File: config.mk
export PLATFORM = sky130hd
export DESIGN_NAME = step_dir_decoder_flat
export DESIGN_NICKNAME = d
export VERILOG_FILES = /design/src/rtl/step_dir_decoder_pkg.sv /design/src/rtl/step_dir_decoder_if.sv /design/src/rtl/step_dir_decoder_sync_filter.sv /design/src/rtl/step_dir_decoder.sv /design/src/flat_wrapper.sv
export SDC_FILE = /design/constraint.sdc
export NUM_CORES = 1
export LEC_CHECK = 0
export ABC_AREA = 1
export ABC_CLOCK_PERIOD_IN_PS = 5300
export BUFFER_PORTS_ARGS = -buffer_cell sky130_fd_sc_hd__buf_2
export CAP_MARGIN = 15
export CORE_UTILIZATION = 50
export DETAILED_ROUTE_END_ITERATION = 6
export PLACE_DENSITY = 0.78
export SETUP_SLACK_MARGIN = 0.2
export SYNTH_ARGS = -nofsm -noshare
export SYNTH_HDL_FRONTEND = slang
export SYNTH_SLANG_ARGS = --single-unit
File: constraint.sdc
create_clock -name clk50 -period 5.3 [get_ports clk50]
set_input_delay 0.265 -clock clk50 [delete_from_list [all_inputs] [get_ports clk50]]
set_output_delay 0.265 -clock clk50 [all_outputs]
set_load 0.05 [all_outputs]
File: src/rtl/step_dir_decoder_pkg.sv
// Shared constants for the step/dir decoder: default generics and the
// width of the deglitch filter counter.
package step_dir_pkg;

  localparam int FILT_LEN_DEF  = 4;
  localparam int TIMEOUT_DEF   = 50000000;
  localparam int DIR_SETUP_DEF = 10;

  // Wide enough for any filter length in 1..15.
  localparam int FILT_CNT_W = 4;

  typedef logic [31:0] pos_t;

endpackage

File: src/rtl/step_dir_decoder_if.sv
// Bus bundle between a step/dir source or host and the step_dir_decoder.
// The master drives step, dir and the controls. The slave returns position and rate.
interface step_dir_decoder_if;

  logic        step_in;
  logic        dir_in;
  logic        en;
  logic        clear;
  logic        err_clr;
  logic [31:0] count;
  logic [31:0] period;
  logic        moving;
  logic        step_pulse;
  logic        dir_err;

  modport master (
    output step_in, dir_in, en, clear, err_clr,
    input  count, period, moving, step_pulse, dir_err
  );

  modport slave (
    input  step_in, dir_in, en, clear, err_clr,
    output count, period, moving, step_pulse, dir_err
  );

endinterface

File: src/rtl/step_dir_decoder_sync_filter.sv
// Two-flop synchroniser followed by a deglitch filter. The filtered output
// flips only after FILT_LEN consecutive cycles that disagree with it.
module sync_filter
  import step_dir_pkg::*;
#(
  parameter int FILT_LEN = FILT_LEN_DEF
) (
  input  logic clk50,
  input  logic reset_n,
  input  logic i_async,
  output logic o_filt
);

  localparam logic [FILT_CNT_W-1:0] LAST_CNT = FILT_CNT_W'(FILT_LEN - 1);

  logic                  r_sync1;
  logic                  r_sync2;
  logic                  r_filt;
  logic [FILT_CNT_W-1:0] r_cnt;

  // Any cycle that agrees with the current output restarts the run count.
  always_ff @(posedge clk50 or negedge reset_n) begin
    if (!reset_n) begin
      r_sync1 <= 1'b0;
      r_sync2 <= 1'b0;
      r_filt  <= 1'b0;
      r_cnt   <= '0;
    end else begin
      r_sync1 <= i_async;
      r_sync2 <= r_sync1;
      if (r_sync2 == r_filt) begin
        r_cnt <= '0;
      end else if (r_cnt == LAST_CNT) begin
        r_filt <= r_sync2;
        r_cnt  <= '0;
      end else begin
        r_cnt <= r_cnt + FILT_CNT_W'(1);
      end
    end
  end

  assign o_filt = r_filt;

endmodule

File: src/rtl/step_dir_decoder.sv
// Step/dir receiver: filters step/dir, counts position and measures step period.
// Optional direction-setup checking is enabled with STEP_DEC_DIR_CHECK_EN.
module step_dir_decoder
  import step_dir_pkg::*;
#(
  parameter int FILT_LEN  = FILT_LEN_DEF,
  parameter int TIMEOUT   = TIMEOUT_DEF,
  parameter int DIR_SETUP = DIR_SETUP_DEF
) (
  input logic               clk50,
  input logic               reset_n,
  step_dir_decoder_if.slave bus
);

  localparam logic [31:0] TIMEOUT_W = 32'(TIMEOUT);

  logic        w_stepFilt;
  logic        w_dirFilt;
  logic        w_event;
  logic        w_dirErr;
  logic        r_stepFiltD;
  logic        r_stepEvt;
  logic        r_dirEvt;
  logic        r_stepPulse;
  logic        r_armed;
  pos_t        r_count;
  logic [31:0] r_period;
  logic [31:0] r_gap;

  sync_filter #(.FILT_LEN(FILT_LEN)) u_stepFilter (
    .clk50   (clk50),
    .reset_n (reset_n),
    .i_async (bus.step_in),
    .o_filt  (w_stepFilt)
  );

  sync_filter #(.FILT_LEN(FILT_LEN)) u_dirFilter (
    .clk50   (clk50),
    .reset_n (reset_n),
    .i_async (bus.dir_in),
    .o_filt  (w_dirFilt)
  );

  // Edge detect is registered; dir is delayed alongside so skew is preserved.
  always_ff @(posedge clk50 or negedge reset_n) begin
    if (!reset_n) begin
      r_stepFiltD <= 1'b0;
      r_stepEvt   <= 1'b0;
      r_dirEvt    <= 1'b0;
    end else begin
      r_stepFiltD <= w_stepFilt;
      r_stepEvt   <= w_stepFilt & ~r_stepFiltD;
      r_dirEvt    <= w_dirFilt;
    end
  end

  assign w_event = r_stepEvt & bus.en;

  // clear overrides a coincident step; the strobe still fires for it.
  always_ff @(posedge clk50 or negedge reset_n) begin
    if (!reset_n) begin
      r_count     <= '0;
      r_stepPulse <= 1'b0;
    end else begin
      r_stepPulse <= w_event;
      if (bus.clear) begin
        r_count <= '0;
      end else if (w_event) begin
        r_count <= r_dirEvt ? r_count + 32'd1 : r_count - 32'd1;
      end
    end
  end

  // A timed-out or disabled measurement needs one event to re-arm before loading period.
  always_ff @(posedge clk50 or negedge reset_n) begin
    if (!reset_n) begin
      r_gap    <= '0;
      r_armed  <= 1'b0;
      r_period <= '0;
    end else if (w_event) begin
      r_gap   <= '0;
      r_armed <= 1'b1;
      if (r_armed && (r_gap < TIMEOUT_W)) begin
        r_period <= r_gap + 32'd1;
      end else begin
        r_period <= '0;
      end
    end else begin
      if (r_gap < TIMEOUT_W) begin
        r_gap <= r_gap + 32'd1;
      end
      if (!bus.en || (r_gap >= TIMEOUT_W)) begin
        r_armed  <= 1'b0;
        r_period <= '0;
      end
    end
  end

`ifdef STEP_DEC_DIR_CHECK_EN
  localparam logic [15:0] DIR_SETUP_W = 16'(DIR_SETUP);

  logic [15:0] r_dirAge;
  logic        r_dirErr;

  // Age resets on the same edge the delayed dir changes, so it is aligned with events.
  always_ff @(posedge clk50 or negedge reset_n) begin
    if (!reset_n) begin
      r_dirAge <= DIR_SETUP_W;
      r_dirErr <= 1'b0;
    end else begin
      if (w_dirFilt != r_dirEvt) begin
        r_dirAge <= '0;
      end else if (r_dirAge < DIR_SETUP_W) begin
        r_dirAge <= r_dirAge + 16'd1;
      end
      if (w_event && (r_dirAge < DIR_SETUP_W)) begin
        r_dirErr <= 1'b1;
      end else if (bus.err_clr) begin
        r_dirErr <= 1'b0;
      end
    end
  end

  assign w_dirErr = r_dirErr;
`else
  logic [32:0] w_unusedDirCheck;

  assign w_unusedDirCheck = {bus.err_clr, 32'(DIR_SETUP)};
  assign w_dirErr         = 1'b0;
`endif

  assign bus.count      = r_count;
  assign bus.period     = r_period;
  assign bus.moving     = (r_period != 32'd0);
  assign bus.step_pulse = r_stepPulse;
  assign bus.dir_err    = w_dirErr;

endmodule

File: src/flat_wrapper.sv
// flat-port wrapper written by rule: the top's interface ports become plain ports
module step_dir_decoder_flat import step_dir_pkg::*;
#(
  parameter int FILT_LEN  = FILT_LEN_DEF,
  parameter int TIMEOUT   = TIMEOUT_DEF,
  parameter int DIR_SETUP = DIR_SETUP_DEF
)
  (clk50, reset_n, bus_step_in, bus_dir_in, bus_en, bus_clear, bus_err_clr, bus_count, bus_period, bus_moving, bus_step_pulse, bus_dir_err);
  step_dir_decoder_if bus_i ();
  input logic clk50;
  input logic reset_n;
  input wire logic [$bits(bus_i.step_in)-1:0] bus_step_in;
  input wire logic [$bits(bus_i.dir_in)-1:0] bus_dir_in;
  input wire logic [$bits(bus_i.en)-1:0] bus_en;
  input wire logic [$bits(bus_i.clear)-1:0] bus_clear;
  input wire logic [$bits(bus_i.err_clr)-1:0] bus_err_clr;
  output wire logic [$bits(bus_i.count)-1:0] bus_count;
  output wire logic [$bits(bus_i.period)-1:0] bus_period;
  output wire logic [$bits(bus_i.moving)-1:0] bus_moving;
  output wire logic [$bits(bus_i.step_pulse)-1:0] bus_step_pulse;
  output wire logic [$bits(bus_i.dir_err)-1:0] bus_dir_err;
  assign bus_i.step_in = bus_step_in;
  assign bus_i.dir_in = bus_dir_in;
  assign bus_i.en = bus_en;
  assign bus_i.clear = bus_clear;
  assign bus_i.err_clr = bus_err_clr;
  assign bus_count = bus_i.count;
  assign bus_period = bus_i.period;
  assign bus_moving = bus_i.moving;
  assign bus_step_pulse = bus_i.step_pulse;
  assign bus_dir_err = bus_i.dir_err;
  step_dir_decoder #(.FILT_LEN(FILT_LEN), .TIMEOUT(TIMEOUT), .DIR_SETUP(DIR_SETUP)) u_core (.clk50(clk50), .reset_n(reset_n), .bus(bus_i));
endmodule
==> impl_metrics.env, run 1 <==
export IMPL_run_status="complete, no violations"
export IMPL_design_die_area_um2=15500
export IMPL_route_detailed_drc=0
export IMPL_syn_avg_cell_area_um2=6.98
export IMPL_synth_seq_cells=115
export IMPL_cp_end_kind="flip-flop"
export IMPL_cts_htree_levels=4
export IMPL_first_global_vias=6818
export IMPL_diode_count=0
export IMPL_power_switching_share=0.473
export IMPL_min_path_type="in2reg"
export IMPL_syn_nets=1115
export IMPL_power_share_sequential=0.257
export IMPL_floorplan_initialDensity=0.514
export IMPL_number_of_cell_rows=44
export IMPL_rsz0062_at_grt="false"
export IMPL_core_area_um2=14600
export IMPL_post_route_min_period_ns=2.81
export IMPL_number_of_failing_hold_endpoints_at_the_final_stage=0
export IMPL_clock_input_transition_at_the_sequential_cells_of_the_worst_setup_and_hold_paths_ns=0.05
export IMPL_syn_cell_area_um2=7490
export IMPL_synth_edf_count=0
export IMPL_postSynth_asyncResetShare=1.00
export IMPL_yosys_warnings=0
export IMPL_final_antenna_net_count=0
export IMPL_final_core_utilization=0.585
export IMPL_cts_tree="yes"
export IMPL_power_switching_mw=2.10
export IMPL_fillers=1367
export IMPL_via_count=7002
export IMPL_critical_path_class="reg2reg"
export IMPL_detail_route_vias_per_cell=5.21
export IMPL_die_height_um=124
export IMPL_place_port_buffers=71
export IMPL_max_cap_violations=0
export IMPL_synth_top_cell_area_share=0.384
export IMPL_p_per_area_nw_per_um2=519
export IMPL_yosysMostFrequentCell="sky130_fd_sc_hd__nand2_1"
export IMPL_finalSetupTns_ns=0
export IMPL_layout_drive_gt1_share=0.114
export IMPL_globalRoute_totalOverflow=0
export IMPL_globalRouteTotalUtil=0.261
export IMPL_first_pass_iters=5
export IMPL_final_setup_fails=0
export IMPL_cp_arrival_ns=3.14
export IMPL_max_slew_margin=0.376
export IMPL_startpoint_type="flip-flop"
export IMPL_clock_sinks=115
export IMPL_ys_flop_type="sky130_fd_sc_hd__dfrtp_1"
export IMPL_cts_root_buf="sky130_fd_sc_hd__clkbuf_16"
export IMPL_finalMaxSlewViolations=0
export IMPL_cts_resized_gates=0
export IMPL_syn_instance_count=1073
export IMPL_grt_pass1_wl_mm=32.2
export IMPL_ir_worst_vdd_mv=0.241
export IMPL_grt_antenna_before_repair=0
export IMPL_worst_slew_pin_transition_ns=0.934
export IMPL_hpwl_mm=13.9
export IMPL_cts_root_to_sink_buffers=2
export IMPL_num_nets_final=1190
export IMPL_post_route_period_util=0.530
export IMPL_boundaryPins=74
export IMPL_cellLeakagePower_nw=4.82
export IMPL_post_synth_most_frequent_cells="375 x sky130_fd_sc_hd__nand2_1, 160 x sky130_fd_sc_hd__inv_1, 115 x sky130_fd_sc_hd__dfrtp_1"
export IMPL_totalWireLength_mm=19.2
export IMPL_drt_iter0_markers=423
export IMPL_finClkSkew_ns=0.00794
export IMPL_yosysSeqAreaShare=0.384
export IMPL_place_congestion=0.987
export IMPL_cell_type_contributing_the_most_total_cell_area_after_synthesis="sky130_fd_sc_hd__dfrtp_1"
export IMPL_grt_start_max_net_pins=61
export IMPL_yosys_top_cells_area="sky130_fd_sc_hd__dfrtp_1 38%, sky130_fd_sc_hd__nand2_1 19%, sky130_fd_sc_hd__inv_1 8.0%"
export IMPL_cts_buffers_inserted=17
export IMPL_dieWidth_um=124
export IMPL_synth_cell_types=41
export IMPL_timing_critical_path_required_ns=5.63
export IMPL_post_cts_buffers=0
export IMPL_p_int_mw=2.34
export IMPL_clockPowerShare=0.250
export IMPL_timing_fmax_mhz=356
export IMPL_comb_power_share=0.493
export IMPL_avgRoutedWirePerCell_um=14.3
export IMPL_critical_path_max_fanout=40
export IMPL_worst_skew_pair_late_latency_ns=0.43
export IMPL_areaGrowthSynthToFinish_pct=14.0
[critical path: stages (launching register included)]
cell and delay, ns:
sky130_fd_sc_hd__dfrtp_1 0.43, sky130_fd_sc_hd__nand2_1 0.12, sky130_fd_sc_hd__inv_2 0.05, sky130_fd_sc_hd__nand3_2 0.06, sky130_fd_sc_hd__inv_1 0.07, sky130_fd_sc_hd__nand2_1 0.12
sky130_fd_sc_hd__nor2_4 0.06, sky130_fd_sc_hd__nor2_4 0.73, sky130_fd_sc_hd__nand2_1 0.72, sky130_fd_sc_hd__o21ai_0 0.35
[metal layers]
metal / track usage / vias up / share of wire
li1: - / 3550 / -
met1: 0.322 / 3250 / 0.45
met2: 0.440 / 159 / 0.48
met3: 0.0490 / 43 / 0.038
met4: 0.119 / 0 / 0.033
met5: 0 / - / 0
[final cells by class]
class | instances | area [um^2] | share of cell area
Multi-Input combinational cell | 772 | 3840 | 0.449
Sequential cell | 115 | 2880 | 0.337
Inverter | 164 | 616 | 0.0721
Clock buffer | 22 | 454 | 0.0532
Timing Repair Buffer | 78 | 418 | 0.0489
Tap cell | 184 | 230 | 0.0270
Clock inverter | 10 | 109 | 0.0127
[timing repair]
| item | 4_1_cts | 5_1_grt |
|---|---|---|
| endpoints found under the hold margin | 57 | 0 |
| hold buffers | 3 | 0 |
| setup endpoints to repair | 0 | 0 |
[power by group through the flow]
stage          Clock [mW]  Sequential [mW]  Combinational [mW]
2_1_floorplan           0             1.38                1.42
3_3_place_gp            0             1.14                2.11
3_5_place_dp            0             1.15                2.15
4_1_cts              1.13             1.14                2.17
5_1_grt              1.16             1.16                2.45
6_report             1.11             1.14                2.19
[through the flow]
| step | hold WS (ns) | cell area, um^2 | setup WS [ns] | cells | power [mW] |
|---|---|---|---|---|---|
| finish | 0.0896 | 8540 | 2.49 | 1345 | 4.44 |
| global route | 0.0964 | 8540 | 2.15 | 1345 | 4.77 |
| CTS | 0.0754 | 8540 | 2.48 | 1345 | 4.43 |
| detailed placement | 0.342 | 7950 | 2.48 | 1310 | 3.30 |
| global placement | 0.332 | 7950 | 2.54 | 1310 | 3.26 |
| floorplan | -0.0306 | 7490 | 3.01 | 1073 | 2.79 |
[cell families after synthesis]
kind of cell,after synthesis,synth area share
simple gates,608,0.342
fa+ha+maj,35,0.0594
buf+inv,186,0.104
mux,1,0.00150
xor+xnor,26,0.0304
other cells,1,0.000500
flops,115,0.384
compound gates,101,0.0773
[final timing paths]
path / from / slack [ns] / endpoint / cells after the start
min in group asynchronous: reset_n / 0.41 / u_core.bus.count[12]$_DFFE_PN0P_ / 2
worst min register to register: u_core.u_stepFilter.r_sync1$_DFF_PN0_ / 0.35 / u_core.u_stepFilter.r_sync2$_DFF_PN0_ / 0
max in group asynchronous: reset_n / 3.67 / u_core.r_gap[26]$_DFFE_PN0P_ / 3
worst min-delay path: bus_clear / 0.09 / u_core.bus.count[5]$_DFFE_PN0P_ / 2
worst max register to register: u_core.r_gap[13]$_DFFE_PN0P_ / 2.49 / u_core.r_gap[9]$_DFFE_PN0P_ / 9
worst max-delay path: u_core.r_gap[13]$_DFFE_PN0P_ / 2.49 / u_core.r_gap[9]$_DFFE_PN0P_ / 9
[state kept, by name (all words and copies together), names as in the netlist, 4 cells and up]
| register | cells |
|---|---|
| u_core.u_stepFilter.r_cnt | 4 |
| u_core.u_dirFilter.r_cnt | 4 |
| u_core.bus.count | 32 |
| u_core.bus.period | 32 |
| u_core.r_gap | 32 |
[cells in the final DEF, fill, tap and decap left out, types with 4 or more instances in the layout]
cell                        Yosys  final
sky130_fd_sc_hd__nand2_1      375    375
sky130_fd_sc_hd__inv_1        160    160
sky130_fd_sc_hd__dfrtp_1      115    115
sky130_fd_sc_hd__nor2_1        95     94
sky130_fd_sc_hd__buf_2          6     70
sky130_fd_sc_hd__nand3_1       64     64
sky130_fd_sc_hd__o21ai_0       40     40
sky130_fd_sc_hd__nand4_1       36     36
sky130_fd_sc_hd__ha_1          34     34
sky130_fd_sc_hd__a21oi_1       31     31
sky130_fd_sc_hd__clkbuf_16      0     17
sky130_fd_sc_hd__xor2_1        16     16
sky130_fd_sc_hd__nor3_1        14     14
sky130_fd_sc_hd__o21ai_2       11     11
sky130_fd_sc_hd__xnor2_1       10     10
sky130_fd_sc_hd__o21ai_1        8      8
sky130_fd_sc_hd__nor4_1         6      6
sky130_fd_sc_hd__o21bai_1       5      5
sky130_fd_sc_hd__clkinv_2       0      5
sky130_fd_sc_hd__buf_4          2      5
sky130_fd_sc_hd__clkbuf_1       4      4
(Power assumes the default switching activity.)
==> run 2: changes to the inputs <==
--- a/config.mk
+++ b/config.mk
@@ -6,7 +6,7 @@
 export NUM_CORES = 1
 export LEC_CHECK = 0
 export ABC_AREA = 1
-export ABC_CLOCK_PERIOD_IN_PS = 5300
+export ABC_CLOCK_PERIOD_IN_PS = 2700
 export BUFFER_PORTS_ARGS = -buffer_cell sky130_fd_sc_hd__buf_2
 export CAP_MARGIN = 15
 export CORE_UTILIZATION = 50
==> constraint.sdc (replaced) <==
create_clock -name clk50 -period 2.7 [get_ports clk50]
set_input_delay 0.135 -clock clk50 [delete_from_list [all_inputs] [get_ports clk50]]
set_output_delay 0.135 -clock clk50 [all_outputs]
set_load 0.05 [all_outputs]
==> run 2 against run 1 <==
  * Sequential power is 96% higher
  * Total power grew 100%
  * Cell count up 0.59%
  * Largest power group unchanged
==> impl_metrics.env, run 2 (synthesis results as in run 1) <==
export IMPL_p_per_area_nw_per_um2=1030
export IMPL_holdWs_ns=0.169
export IMPL_hpwl_mm=13.9
export IMPL_finClkSkew_ns=0.00860
export IMPL_route_detailed_drc=0
export IMPL_cts_root_to_sink_buffers=2
export IMPL_place_area_um2=8030
export IMPL_totalWireLength_mm=19.0
export IMPL_areaGrowthSynthToFinish_pct=16.1
export IMPL_layout_drive_gt1_share=0.121
export IMPL_die_height_um=124
export IMPL_cp_arrival_ns=2.61
export IMPL_min_path_type="in2reg"
export IMPL_seqCellArea_um2=2880
export IMPL_cellLeakagePower_nw=4.90
export IMPL_total_power_mw=8.99
export IMPL_drt_iter0_markers=465
export IMPL_timing_fmax_mhz=433
export IMPL_number_of_failing_hold_endpoints_at_the_final_stage=0
export IMPL_cts_root_buf="sky130_fd_sc_hd__clkbuf_16"
export IMPL_grt_start_max_net_pins=58
export IMPL_avgRoutedWirePerCell_um=14.0
export IMPL_startpoint_type="flip-flop"
export IMPL_met2RoutedLength_mm=8.98
export IMPL_rsz0062_at_grt="false"
export IMPL_number_of_cell_rows=44
export IMPL_core_area_um2=14600
export IMPL_first_global_vias=6700
export IMPL_max_cap_violations=0
export IMPL_critical_path_max_fanout=31
export IMPL_grt_pass1_wl_mm=31.9
export IMPL_post_route_period_util=0.855
export IMPL_detail_route_vias_per_cell=5.22
export IMPL_run_status="complete, no violations"
export IMPL_globalRouteTotalUtil=0.257
export IMPL_final_setup_fails=0
export IMPL_cts_resized_gates=0
export IMPL_worst_skew_pair_late_latency_ns=0.42
export IMPL_met3WireLength_um=933
export IMPL_cts_buffers_inserted=17
export IMPL_routedLengthMet1_mm=8.55
export IMPL_final_antenna_net_count=0
export IMPL_final_core_utilization=0.596
export IMPL_num_nets_final=1198
export IMPL_floorplan_initialDensity=0.514
export IMPL_cts_tree="yes"
export IMPL_fillers=1350
export IMPL_cp_end_kind="flip-flop"
export IMPL_place_port_buffers=71
export IMPL_design_die_area_um2=15500
export IMPL_comb_power_share=0.482
export IMPL_multi_input_gate_area_in_the_final_layout_um2=3840
export IMPL_postLayoutCellArea_um2=8700
export IMPL_highest_signal_layer="met4"
export IMPL_most_common_layout_cells="375 x sky130_fd_sc_hd__nand2_1, 160 x sky130_fd_sc_hd__inv_1, 115 x sky130_fd_sc_hd__dfrtp_1, 94 x sky130_fd_sc_hd__nor2_1, 70 x sky130_fd_sc_hd__buf_2"
export IMPL_place_congestion=1.00
export IMPL_timing_critical_path_required_ns=3.00
export IMPL_clock_input_transition_at_the_sequential_cells_of_the_worst_setup_and_hold_paths_ns=0.06
export IMPL_cp_cell_sequence="inv_1 > buf_12 > ha_1 > or2_2 > nand3_1 > nand2_1 > nand2_1 > nand2_1 > nand2_1 > nand3_1 > nand3_1 > nand2_1"
export IMPL_first_pass_iters=4
export IMPL_post_route_min_period_ns=2.31
export IMPL_worst_slew_pin_transition_ns=0.711
export IMPL_p_int_mw=4.85
export IMPL_power_switching_share=0.461
export IMPL_finalSetupTns_ns=0
export IMPL_critPathTopFamily="simple AND/OR/NAND/NOR gates"
export IMPL_worst_path_buf_inv=2
export IMPL_grt_antenna_before_repair=0
export IMPL_post_cts_buffers=0
export IMPL_power_switching_mw=4.15
export IMPL_dieWidth_um=124
export IMPL_ir_worst_vdd_mv=0.473
export IMPL_critical_path_max_stage_delay_ns=0.39
export IMPL_clockPowerShare=0.270
export IMPL_globalRoute_totalOverflow=0
export IMPL_layout_cells_most_common="sky130_fd_sc_hd__nand2_1"
export IMPL_max_slew_margin=0.524
export IMPL_boundaryPins=74
export IMPL_finalMaxSlewViolations=0
export IMPL_via_count=7066
export IMPL_cp_common_cell="sky130_fd_sc_hd__nand2_1"
export IMPL_cts_htree_levels=4
export IMPL_power_share_sequential=0.248
export IMPL_clock_sinks=115
export IMPL_cp_slowest_cell="sky130_fd_sc_hd__dfrtp_1"
export IMPL_critical_path_class="reg2reg"
export IMPL_diode_count=0
==> run 2: path summary, 6_finish.rpt <==
kind                                                       start                                     end  slack, ns  cells after the start
max reg2reg                            u_core.r_dirEvt$_DFF_PN0_        u_core.bus.count[29]$_DFFE_PN0P_       0.39                     12
min in group asynchronous                                reset_n         u_core.bus.count[9]$_DFFE_PN0P_       0.23                      2
min                                                       bus_en              u_core.r_armed$_DFFE_PN0P_       0.17                      4
min reg2reg                u_core.u_stepFilter.r_sync1$_DFF_PN0_   u_core.u_stepFilter.r_sync2$_DFF_PN0_       0.36                      0
max in group asynchronous                                reset_n  u_core.u_stepFilter.r_cnt[1]$_DFF_PN0_       1.79                      3
max                                    u_core.r_dirEvt$_DFF_PN0_        u_core.bus.count[29]$_DFFE_PN0P_       0.39                     12
==> run 2: area by class of cell <==
| type | instances | area share |
|---|---|---|
| clock buffer | 20 | 0.0525 |
| tap | 184 | 0.0265 |
| sequential | 115 | 0.331 |
| timing repair buffer | 86 | 0.0581 |
| multi-input combinational | 772 | 0.441 |
| clock inverter | 12 | 0.0206 |
| inverter | 164 | 0.0708 |
==> run 2: layer usage <==
layer,vias up,global-route usage
li1,3559,-
met1,3263,0.327
met2,200,0.426
met3,44,0.0520
met4,0,0.104
met5,-,0
==> run 2: worst register-to-register path, cell delays in order (launching register included) <==
cell,delay (ns)
sky130_fd_sc_hd__dfrtp_1,0.39
sky130_fd_sc_hd__inv_1,0.11
sky130_fd_sc_hd__buf_12,0.20
sky130_fd_sc_hd__ha_1,0.37
sky130_fd_sc_hd__or2_2,0.32
sky130_fd_sc_hd__nand3_1,0.09
sky130_fd_sc_hd__nand2_1,0.08
sky130_fd_sc_hd__nand2_1,0.09
sky130_fd_sc_hd__nand2_1,0.15
sky130_fd_sc_hd__nand2_1,0.15
sky130_fd_sc_hd__nand3_1,0.09
sky130_fd_sc_hd__nand3_1,0.11
sky130_fd_sc_hd__nand2_1,0.06
==> run 2: metrics by stage <==
| stage | worst slack (ns) | instances |
|---|---|---|
| after floorplan | 0.408 | 1073 |
| after global placement | 0.505 | 1317 |
| after detailed placement | 0.472 | 1317 |
| after CTS | 0.417 | 1353 |
| after global routing | 0.256 | 1353 |
| final | 0.392 | 1353 |
==> run 2: power by group through the flow <==
stage / sequential, mW / clock, mW / combinational (mW)
after floorplan: 2.70 / 0 / 2.78
after global placement: 2.24 / 0 / 4.19
after detailed placement: 2.26 / 0 / 4.25
after CTS: 2.23 / 2.45 / 4.31
after global routing: 2.27 / 2.53 / 4.88
final: 2.23 / 2.43 / 4.33
==> run 2: what timing repair did <==
| action | CTS | global route |
|---|---|---|
| hold buffers | 4 | 0 |
| endpoints found under the hold margin | 41 | 0 |
| setup endpoints to repair | 0 | 0 |
